[src/rtl/game_timer_pkg.sv]
// Shared types and helpers for the game timebase.
// Holds the channel state encoding and the prescaler divide calculation.
package game_timer_pkg;

   typedef enum logic [1:0] {
      IDLE   = 2'd0,
      RUN    = 2'd1,
      PAUSED = 2'd2,
      DONE   = 2'd3
   } ch_state_t;

   function automatic int calc_div(input int clk_hz, input int tick_hz);
      return clk_hz / tick_hz;
   endfunction

endpackage

[src/rtl/timer_channel.sv]
// One countdown channel: FSM, remaining count and reload value.
// Command priority is load > pause > start > tick.
module timer_channel
   import game_timer_pkg::*;
#(
   parameter int CNT_W = 20
)
(
   input  logic             clk,
   input  logic             reset,
   input  logic             tick,
   input  logic             load,
   input  logic [CNT_W-1:0] load_val,
   input  logic             start,
   input  logic             pause,
   input  logic             periodic,
   output logic [CNT_W-1:0] count,
   output logic             running,
   output logic             expire
);

   localparam logic [CNT_W-1:0] ONE = CNT_W'(1);

   ch_state_t        state;
   ch_state_t        state_nxt;
   logic [CNT_W-1:0] reload;
   logic [CNT_W-1:0] count_nxt;
   logic [CNT_W-1:0] reload_nxt;
   logic             expire_nxt;

   always_ff @(posedge clk or negedge reset) begin
      if (!reset) begin
         state  <= IDLE;
         count  <= '0;
         reload <= '0;
         expire <= 1'b0;
      end else begin
         state  <= state_nxt;
         count  <= count_nxt;
         reload <= reload_nxt;
         expire <= expire_nxt;
      end
   end

   // A start in RUN falls through so a coincident tick still counts down
   always_comb begin
      state_nxt  = state;
      count_nxt  = count;
      reload_nxt = reload;
      expire_nxt = 1'b0;
      if (load) begin
         count_nxt  = load_val;
         reload_nxt = load_val;
         state_nxt  = IDLE;
      end else if (pause) begin
         if (state == RUN) state_nxt = PAUSED;
      end else if (start && (state != RUN)) begin
         if (count != '0) state_nxt = RUN;
      end else if (tick && (state == RUN)) begin
         if (count > ONE) begin
            count_nxt = count - ONE;
         end else if (count == ONE) begin
            expire_nxt = 1'b1;
            if (periodic) begin
               count_nxt = reload;
            end else begin
               count_nxt = '0;
               state_nxt = DONE;
            end
         end
      end
   end

   always_comb begin
      running = (state == RUN);
   end

endmodule

[src/rtl/game_timebase.sv]
// Prescaled tick, wrapping elapsed-tick counter and NUM_CH countdown channels.
// All outputs are registered.
module game_timebase
   import game_timer_pkg::*;
#(
   parameter int     CLK_HZ  = 50_000_000,
   parameter int     TICK_HZ = 100,
   parameter int     CNT_W   = 20,
   parameter longint WRAP    = 1_000_000,
   parameter int     NUM_CH  = 4
)
(
   input  logic                    clk,
   input  logic                    reset,
   input  logic                    tick_en,
   input  logic                    elapsed_clr,
   output logic                    tick,
   output logic [CNT_W-1:0]        elapsed,
   input  logic [NUM_CH-1:0]       ch_load,
   input  logic [NUM_CH*CNT_W-1:0] ch_load_val,
   input  logic [NUM_CH-1:0]       ch_start,
   input  logic [NUM_CH-1:0]       ch_pause,
   input  logic [NUM_CH-1:0]       ch_periodic,
   output logic [NUM_CH*CNT_W-1:0] ch_count,
   output logic [NUM_CH-1:0]       ch_running,
   output logic [NUM_CH-1:0]       ch_expire
);

   localparam int               DIV      = calc_div(CLK_HZ, TICK_HZ);
   localparam int               PRE_W    = (DIV > 2) ? $clog2(DIV) : 1;
   localparam logic [PRE_W-1:0] PRE_MAX  = PRE_W'(DIV - 1);
   localparam logic [CNT_W-1:0] WRAP_MAX = CNT_W'(WRAP - 1);

   if (DIV < 2) begin : g_div_check
      $error("game_timebase: CLK_HZ/TICK_HZ must be at least 2");
   end
   if ((CLK_HZ % TICK_HZ) != 0) begin : g_div_int_check
      $error("game_timebase: CLK_HZ must be an integer multiple of TICK_HZ");
   end
   if ((CNT_W < 1) || (CNT_W > 32)) begin : g_cnt_w_check
      $error("game_timebase: CNT_W must be in 1..32");
   end
   if ((WRAP < 1) || (WRAP > (longint'(1) << CNT_W))) begin : g_wrap_check
      $error("game_timebase: WRAP must be in 1..2**CNT_W");
   end
   if ((NUM_CH < 1) || (NUM_CH > 16)) begin : g_num_ch_check
      $error("game_timebase: NUM_CH must be in 1..16");
   end

   logic [PRE_W-1:0] pre;

   // Prescaler freezes while tick_en is low, so the tick phase is preserved
   always_ff @(posedge clk or negedge reset) begin
      if (!reset) begin
         pre  <= '0;
         tick <= 1'b0;
      end else if (tick_en) begin
         if (pre == PRE_MAX) begin
            pre  <= '0;
            tick <= 1'b1;
         end else begin
            pre  <= pre + 1'b1;
            tick <= 1'b0;
         end
      end else begin
         tick <= 1'b0;
      end
   end

   always_ff @(posedge clk or negedge reset) begin
      if (!reset) begin
         elapsed <= '0;
      end else if (elapsed_clr) begin
         elapsed <= '0;
      end else if (tick) begin
         elapsed <= (elapsed == WRAP_MAX) ? '0 : elapsed + 1'b1;
      end
   end

   for (genvar i = 0; i < NUM_CH; i++) begin : g_ch
      timer_channel #(
         .CNT_W(CNT_W)
      ) u_channel (
         .clk      (clk),
         .reset    (reset),
         .tick     (tick),
         .load     (ch_load[i]),
         .load_val (ch_load_val[i*CNT_W +: CNT_W]),
         .start    (ch_start[i]),
         .pause    (ch_pause[i]),
         .periodic (ch_periodic[i]),
         .count    (ch_count[i*CNT_W +: CNT_W]),
         .running  (ch_running[i]),
         .expire   (ch_expire[i])
      );
   end

endmodule

[config.mk]
export PLATFORM = sky130hd
export DESIGN_NAME = game_timebase
export DESIGN_NICKNAME = d
export VERILOG_FILES = /design/src/rtl/game_timer_pkg.sv /design/src/rtl/timer_channel.sv /design/src/rtl/game_timebase.sv
export SDC_FILE = /design/constraint.sdc
export NUM_CORES = 1
export LEC_CHECK = 0
export BUFFER_PORTS_ARGS = -buffer_cell sky130_fd_sc_hd__buf_4
export CAP_MARGIN = 20
export CELL_PAD_IN_SITES_DETAIL_PLACEMENT = 1
export CELL_PAD_IN_SITES_GLOBAL_PLACEMENT = 2
export CORE_MARGIN = 3
export CORE_UTILIZATION = 37
export DETAILED_ROUTE_END_ITERATION = 12
export GPL_TIMING_DRIVEN = 0
export HOLD_SLACK_MARGIN = 0.1
export PLACE_DENSITY = 0.86
export SYNTH_ARGS = -nofsm -noshare
export SYNTH_HDL_FRONTEND = slang
export SYNTH_SLANG_ARGS = --single-unit
[constraint.sdc]
create_clock -name clk -period 4.9 [get_ports clk]
set_clock_uncertainty 0.15 [all_clocks]
set_input_delay 0.98 -clock clk [delete_from_list [all_inputs] [get_ports clk]]
set_output_delay 0.98 -clock clk [all_outputs]
set_load 0.05 [all_outputs]
==> summary.md, run 1 <==
The tools report the total standard cell area after synthesis as 11900 um2. The run gives 1 as the number of antenna violations at the first check in global routing. Number of levels the H-tree was split into: 1. Once detail routing completed, the nets flagged for antenna violations numbered 0. The run gives 38.7% as the portion of total power attributed to the clock network.

The die height is 185 um. The cell count after synthesis came out at 1328. The worst-case IR drop observed on VDD is 0.219 mV. Measured against its own limit, the worst slew margin works out to 20.0%.

The number of antenna diodes in the final layout is 0. At the worst endpoint, the arrival time is 3.92 ns. Summing all multi-input logic gate instances after layout gives 5940 um2. Adding up every negative setup slack in the final design gives 0 ns.

After legalization and detailed placement, the total HPWL measured 31100 um. The tools report the via count of the first global-routing pass as 12200. The run gives 0 as the number of instances resized during post-cts repair. Kind of critical path: flop to flop. The min-delay analysis places its worst path in the category primary input to asynchronous set/reset pin.

The final wirelength is 42700 um. Port buffering added 203 buffers. Critical path capture point type: a flop. The share of synthesized registers carrying an async set or reset is 100%, and the actual transition at the worst max-transition pin is 1.18 ns. The run finished with clean final reports. The initial core utilization is 38.2%. The clock period could shrink to 3.68 ns. The worst setup path is launched from a flop. The core area was 31100 um2. The first-iteration detailed-routing DRC count is 662, and the iteration count of the initial detailed-routing pass is 5. The number of enable-type register cells in the synthesized netlist was 0.

The routability congestion estimate was 0.897. The Yosys step of the flow raised 0 warnings. The sequential cells in the finished layout cover a total of 5310 um2.

The logs give 212 for the TritonCTS sink count and 68200 um for the wire length of the first global-routing pass. The total net switching power came out at 1.74 mW. Clock-pin slew was measured on the worst setup and hold paths at 0.06 ns. Buffers inserted to repair hold after CTS numbered 0.

The longest clock path from root to sink contains 3 buffers. The run gives 1.22 ns as the reg2reg setup slack. The startpoint identified for the worst register-to-register timing path is g_ch[1].u_channel.count[0]$_DFFE_PN0P_.

The largest net degree at the start of global routing was 81. The run gives 0 as the setup-violating endpoint count in the final report. TritonCTS built the clock tree.

Biggest fanout along the worst timing path: 10. The post-detailed-route wirelength per cell works out to 21.6 um. For this run, the total global-route usage over all layers was measured as 24.7%. Of all cell types, the one taking the most synthesized area is sky130_fd_sc_hd__dfrtp_1. The number of slew-limit violations in the final report was 0; the internal power was 3.54 mW. Row generation in the floorplan step produced 64 rows.

The relative area change from synthesis to final layout was 25.2%. The run gives 1.22 ns as the smallest setup slack after layout. The cell area power density was 356 nW/um2. The depth of the most critical reg-to-reg path was 8.

At the placement stage, the worst setup path has a slack of 1.24 ns. The final hold violation count came out at 0. Sequential cells account for 40.4% of the total power. After detailed routing, the number of remaining DRC violations is 0.

The tools report the final net count as 1677. The tools report the endpoint of the worst setup timing path as g_ch[1].u_channel.count[7]$_DFFE_PN0P_. Across the run, the number of max-cap violations was 0. By area the synthesized netlist is led by sky130_fd_sc_hd__dfrtp_1 45%, sky130_fd_sc_hd__o21ai_0 5.2%, sky130_fd_sc_hd__nor2_1 4.6%. Clock tree root buffer cell: sky130_fd_sc_hd__clkbuf_16. In the synthesized netlist the dominant register cell turns out to be sky130_fd_sc_hd__dfrtp_1. Each instance of the synthesized netlist takes up on average 8.93 um2.

The vias per cell came out at 5.87. Area of the die: 34200 um2. The combinational group share of total power was 20.9%; the fraction of final layout cells with drive strength greater than 1 was 20.9%. The die is 185 um wide. The post-synthesis register bit count is 212. The leakage dissipation is 6.28 nW, and the highest clock frequency the design can meet is 272 MHz. The destination of the worst register-to-register timing path is g_ch[1].u_channel.count[7]$_DFFE_PN0P_.

The worst setup path startpoint was g_ch[1].u_channel.count[0]$_DFFE_PN0P_. Global routing finished with a remaining overflow of 0. Post-CTS timing repair inserted 0 buffers for setup. Of the total power, the share spent switching nets is 33.0%.

The clock reaches the later pin of the worst-skew pair after 0.54 ns. Summing over every cut layer, the via total after detailed routing is 11600. The logs give 3690 for the number of filler cells placed in the layout and 77 for the number of distinct library cells after synthesis. Pin placement for this block handled 209 I/O pins. At the worst endpoint, the required time is 5.14 ns. The post-synthesis net count came out at 1442.

In this run, CTS created clock tree buffers numbering 27. Setup repair after global routing left no endpoint under its margin. The sequential area share after synthesis is 44.7%, and the share of Yosys cell area claimed by the top area cell type is 44.7%. The part of the cycle the worst path needs is 75.0%.
[critical path: stages, from the launching register on]
cell and delay (ns):
sky130_fd_sc_hd__dfrtp_1 0.46, sky130_fd_sc_hd__inv_1 0.14, sky130_fd_sc_hd__ha_1 0.23, sky130_fd_sc_hd__nor3b_1 0.65, sky130_fd_sc_hd__nand4_1 0.33, sky130_fd_sc_hd__o31a_1 0.42, sky130_fd_sc_hd__nor2_1 0.47, sky130_fd_sc_hd__clkbuf_1 0.49
sky130_fd_sc_hd__o21ai_0 0.19
[metal layers]
metal  GRT usage (%)  wire length [um]  vias to the layer above
met5               0                13                        -
met4            6.09              1020                        2
met3            4.05              2370                       66
met2            40.0             19700                      317
met1            34.6             19600                     5849
li1                -                 -                     5367
[synthesized netlist by cell type, types with 10 or more instances]
library cell	count
sky130_fd_sc_hd__nand2_1	101
sky130_fd_sc_hd__ha_1	14
sky130_fd_sc_hd__xor2_1	20
sky130_fd_sc_hd__o211ai_1	13
sky130_fd_sc_hd__nor3_1	62
sky130_fd_sc_hd__o21ai_2	15
sky130_fd_sc_hd__nor2_1	145
sky130_fd_sc_hd__mux2_2	39
sky130_fd_sc_hd__dfrtp_1	212
sky130_fd_sc_hd__and3_1	13
sky130_fd_sc_hd__a31oi_1	29
sky130_fd_sc_hd__or4_1	18
sky130_fd_sc_hd__o31ai_1	20
sky130_fd_sc_hd__inv_1	69
sky130_fd_sc_hd__clkbuf_1	56
sky130_fd_sc_hd__a311oi_1	17
sky130_fd_sc_hd__a221oi_1	10
sky130_fd_sc_hd__nand4_1	17
sky130_fd_sc_hd__nor2b_1	15
sky130_fd_sc_hd__nor4_1	38
sky130_fd_sc_hd__xnor2_1	14
sky130_fd_sc_hd__a21oi_1	50
sky130_fd_sc_hd__or3_1	21
sky130_fd_sc_hd__nand3_1	38
sky130_fd_sc_hd__o21ai_0	123
[layout by cell type, fill, tap and decap left out, types with 29 or more instances in the layout]
cell	n
sky130_fd_sc_hd__dfrtp_1	212
sky130_fd_sc_hd__buf_4	210
sky130_fd_sc_hd__nor2_1	145
sky130_fd_sc_hd__o21ai_0	123
sky130_fd_sc_hd__nand2_1	101
sky130_fd_sc_hd__inv_1	69
sky130_fd_sc_hd__nor3_1	62
sky130_fd_sc_hd__clkbuf_1	58
sky130_fd_sc_hd__a21oi_1	50
sky130_fd_sc_hd__mux2_2	39
sky130_fd_sc_hd__nor4_1	38
sky130_fd_sc_hd__nand3_1	38
sky130_fd_sc_hd__a31oi_1	29
[logic make-up after synthesis]
logic type	after synthesis	share of synthesized area, %
buffers and inverters	145	5.19
AND/OR/NAND/NOR	517	21.9
AO/OA/AOI/OAI	364	20.2
XOR/XNOR	34	2.51
flip-flops	212	44.7
adder cells (fa/ha/maj)	14	1.48
multiplexers	42	3.96
[metrics by stage]
step	area (um2)	total power, mW	util, %	hold slack (ns)	cells
2_1_floorplan	11900	2.80	-	0.289	1328
3_3_place_gp	13900	3.22	44.7	0.305	1927
3_5_place_dp	13900	3.26	44.9	0.323	1930
4_1_cts	14900	5.33	47.8	0.229	1977
5_1_grt	14900	5.52	47.8	0.255	1977
6_report	14900	5.28	47.8	0.215	1977
[power groups by stage]
| stage | Sequential [mW] | Combinational [mW] | Clock (mW) |
|---|---|---|---|
| 3_3_place_gp | 2.15 | 1.07 | 0 |
| 4_1_cts | 2.13 | 1.11 | 2.09 |
| 3_5_place_dp | 2.16 | 1.11 | 0 |
| 2_1_floorplan | 2.38 | 0.425 | 0 |
| 5_1_grt | 2.16 | 1.19 | 2.16 |
| 6_report | 2.13 | 1.10 | 2.04 |
[how the worst min path moves through the flow]
stage                                                        start                                        to  cells after the start
after floorplan           g_ch[3].u_channel.reload[11]$_DFFE_PN0P_  g_ch[3].u_channel.reload[11]$_DFFE_PN0P_                      2
after global placement    g_ch[3].u_channel.reload[11]$_DFFE_PN0P_  g_ch[3].u_channel.reload[11]$_DFFE_PN0P_                      2
after detailed placement  g_ch[3].u_channel.reload[11]$_DFFE_PN0P_  g_ch[3].u_channel.reload[11]$_DFFE_PN0P_                      2
after CTS                                                    reset    g_ch[2].u_channel.count[7]$_DFFE_PN0P_                      1
after global routing                                         reset   g_ch[2].u_channel.reload[7]$_DFFE_PN0P_                      1
final                                                        reset    g_ch[2].u_channel.count[7]$_DFFE_PN0P_                      1
[cell type report]
cell class                      instances  share of cell area [%]
Buffer                                 75                    2.38
Clock buffer                           38                    5.43
Clock inverter                          9                   0.666
Inverter                               70                    1.77
Multi-Input combinational cell        971                    40.0
Sequential cell                       212                    35.7
Tap cell                              396                    3.34
Timing Repair Buffer                  206                    10.7
[registers in the layout, summed over array words and instances (netlist names)]
name / flops
g_ch.u_channel.reload: 80
g_ch.u_channel.expire: 4
g_ch.u_channel.count: 80
elapsed: 20
g_ch.u_channel.state: 8
pre: 19
tick: 1
(Power assumes the default switching activity.)
==> inputs of run 2 (changes only) <==
- CORE_UTILIZATION: 37 -> 31
- PLACE_DENSITY: 0.86 -> 0.77
- clock period: 4.9 -> 3.3 ns (I/O delays scaled with it)
==> run 2 against run 1 <==
Routed wire length increased by 4.3%. Global-route usage decreased by 3.0 points. Register-to-register slack got worse by 1.0 ns. Sequential power increased by 49%. Cell count increased by 6.3%. First-iteration DRC count decreased by 5.6%. Maximum frequency increased by 19%. Worst setup slack got worse by 1.0 ns. Clock power increased by 51%. Flip-flop and latch count unchanged. Critical endpoint is now g_ch[0].u_channel.count[4]$_DFFE_PN0P_. Critical path depth unchanged.
==> summary.md, run 2 (synthesized netlist as in run 1, its figures left out) <==
The run finished with clean final reports. The worst setup path is launched from a flop. Minimum clock period after layout: 3.09 ns. Final hold violation count: 0.

For the critical path required time, the log shows 3.54 ns. Counting every sink on the clock net gives 212. Cells with a size suffix above 1 make up 22.5% of the layout. First-iteration detailed-routing DRC count: 625. The signal on the critical path passes through nor4_1 > nand2_1 > nor4_1 > clkbuf_2 > clkbuf_2 > nor2_1 > o21ai_0 > o311ai_0. The count of inserted antenna diode cells was 0. The area growth from synthesis to layout is 28.1%.

The logs give 0 for the residual DRC count and 44600 um for the final wirelength. The core region is 37700 um2. After detailed routing, the average wire length per cell comes to 21.2 um. The die height was 202 um.

The detailed placer's ending HPWL is 32600 um. The largest registers in the layout are g_ch.u_channel.count x80, g_ch.u_channel.reload x80, elapsed x20. Setup violations remaining at the end of the flow were counted as 0. The number of antenna violations at the first check in global routing came out at 0. The worst voltage drop across the vdd grid is 0.359 mV, and the number of filler cells placed in the layout is 4496. The number of core rows was 71. During placement, the flow inserted port buffers numbering 203. The biggest fanout along the worst timing path is 10, and the number of levels the H-tree was split into is 1.

The logs give 0 for the overall overflow remaining after global route and 40600 um2 for the area of the die. The global routing usage summed across all routing layers came out at 21.7%. The tools report the clock tree root buffer cell as sky130_fd_sc_hd__clkbuf_16.

The die span in x came out at 202 um. The run gives 3.34 ns as the arrival time of the worst setup path. TritonCTS built the clock tree. Once routing completed, OpenROAD measured the worst setup slack at 0.207 ns. In this run the power density over the cells is 521 nW/um2.

The type of the worst min-delay path is primary input to flop. The count of nets left with antenna violations once routing finished came out at 0. For the worst-skew pair, the clock arrives at the later sink with an insertion delay of 0.55 ns. 209 I/O pins were placed. The power consumption was 7.92 mW. The final layout contains 1686 nets. The first global-routing pass estimated 71100 um of wire.

The cell at the slowest stage of the critical path was sky130_fd_sc_hd__nor4_1. The library cell used most frequently in the layout, excluding fill and tap cells, is sky130_fd_sc_hd__buf_4. After clock tree synthesis, the clock-pin slew on the worst setup and hold paths is 0.06 ns. The remaining max-slew budget at the tightest pin was 39.9%; the routability congestion estimate was 0.839.

The initial core utilization was 31.5%. The vias per cell is 5.45. The pre-CTS setup slack is -0.389 ns. The via count of the first global-routing pass was 12100. Summing all multi-input logic gate instances after layout gives 6010 um2. Entering global routing, the biggest net connects 98 pins. Dividing the final minimum period by the clock period gives 93.7%.

Derived from the worst setup path, the maximum achievable clock frequency is 323 MHz. The run gives 6.37 nW as the leakage dissipation. The number of slew-limit violations in the final report is 0, and the area of all sequential standard cells is 5310 um2.

Across the run, the number of max-cap violations was 0. For the final routed database, the setup TNS stands at 0 ns. The number of clock buffers added by TritonCTS is 28. The critical path is of the flop to flop type. The top cell types in the final layout, fill and taps aside, are 214 x sky130_fd_sc_hd__buf_4, 212 x sky130_fd_sc_hd__dfrtp_1, 142 x sky130_fd_sc_hd__nor2_1, 123 x sky130_fd_sc_hd__o21ai_0, 101 x sky130_fd_sc_hd__nand2_1.

Actual transition at the worst max-transition pin: 0.901 ns. The final route contains 11400 vias. STA classifies the critical path endpoint as a flop. The run gives 3 as the deepest clock path buffer count. The largest single stage delay on the critical path is 0.67 ns.

Measured on the finished design, the core utilization comes to 40.3%. The iteration count of the initial detailed-routing pass was 5.
run 2: changes by cell type in the layout (fill, tap and decap cells not counted), sizes merged:
cell,previous run,this run
dlygate4sd3,0,2
clkbuf,94,102
buf,225,228
clkinv,8,4
run 2: through the flow:
| step | hold WS (ns) | instances | area [um2] |
|---|---|---|---|
| after floorplan | 0.214 | 1328 | 11900 |
| after global placement | 0.304 | 2042 | 14000 |
| after detailed placement | 0.333 | 2044 | 14100 |
| after CTS | 0.136 | 2095 | 15100 |
| after global routing | 0.159 | 2101 | 15200 |
| final | 0.165 | 2101 | 15200 |
run 2: metal layers:
layer  share of wire (%)  global-route usage [%]
met5                   0                       0
met4                 2.4                    5.48
met3                 5.0                    3.74
met2                  45                    34.3
met1                  47                    30.9
run 2: worst max-delay path, delay by kind of cell (launching register included):
kind / cells / cell delay [ns]
flops: 1 / 0.45
buf+inv: 2 / 0.66
simple gates: 4 / 1.35
compound gates: 2 / 0.31
run 2: worst paths after layout:
kind | end | startpoint | cells after the start | slack, ns
min in group asynchronous | g_ch[2].u_channel.reload[3]$_DFFE_PN0P_ | reset | 2 | 0.42
hold reg to reg | g_ch[3].u_channel.reload[11]$_DFFE_PN0P_ | g_ch[3].u_channel.reload[11]$_DFFE_PN0P_ | 2 | 0.34
max in group asynchronous | g_ch[0].u_channel.state[1]$_DFFE_PN0P_ | reset | 3 | 1.74
setup / recovery | g_ch[0].u_channel.count[4]$_DFFE_PN0P_ | g_ch[0].u_channel.count[17]$_DFFE_PN0P_ | 8 | 0.21
setup reg to reg | g_ch[0].u_channel.count[4]$_DFFE_PN0P_ | g_ch[0].u_channel.count[17]$_DFFE_PN0P_ | 8 | 0.21
hold / removal | g_ch[3].u_channel.reload[19]$_DFFE_PN0P_ | ch_load_val[79] | 2 | 0.16
run 2: final cells by class:
class                   instances  area share [%]
repair buffers                214            11.0
plain buffers                  75            2.45
inverters                      70            1.73
flip-flops and latches        212            34.9
clock buffers                  43            5.58
clock inverters                 5           0.494
multi-input cells             971            39.6
well taps                     511            4.21
run 2: power breakdown:
group / switching (mW) / internal [mW] / leakage, nW / total, mW
Combinational: 1.08 / 0.575 / 3.29 / 1.65
Sequential: 0.324 / 2.85 / 2.62 / 3.17
Clock: 1.19 / 1.90 / 0.456 / 3.09
run 2: timing repair:
| item | CTS | global route |
|---|---|---|
| hold buffers | 2 | 0 |
| buffers inserted | 1 | 5 |
| pin swaps | 1 | 4 |
| setup endpoints to repair | 49 | 65 |
| gates resized for setup | 13 | 21 |
| hold endpoints to repair | 34 | 0 |
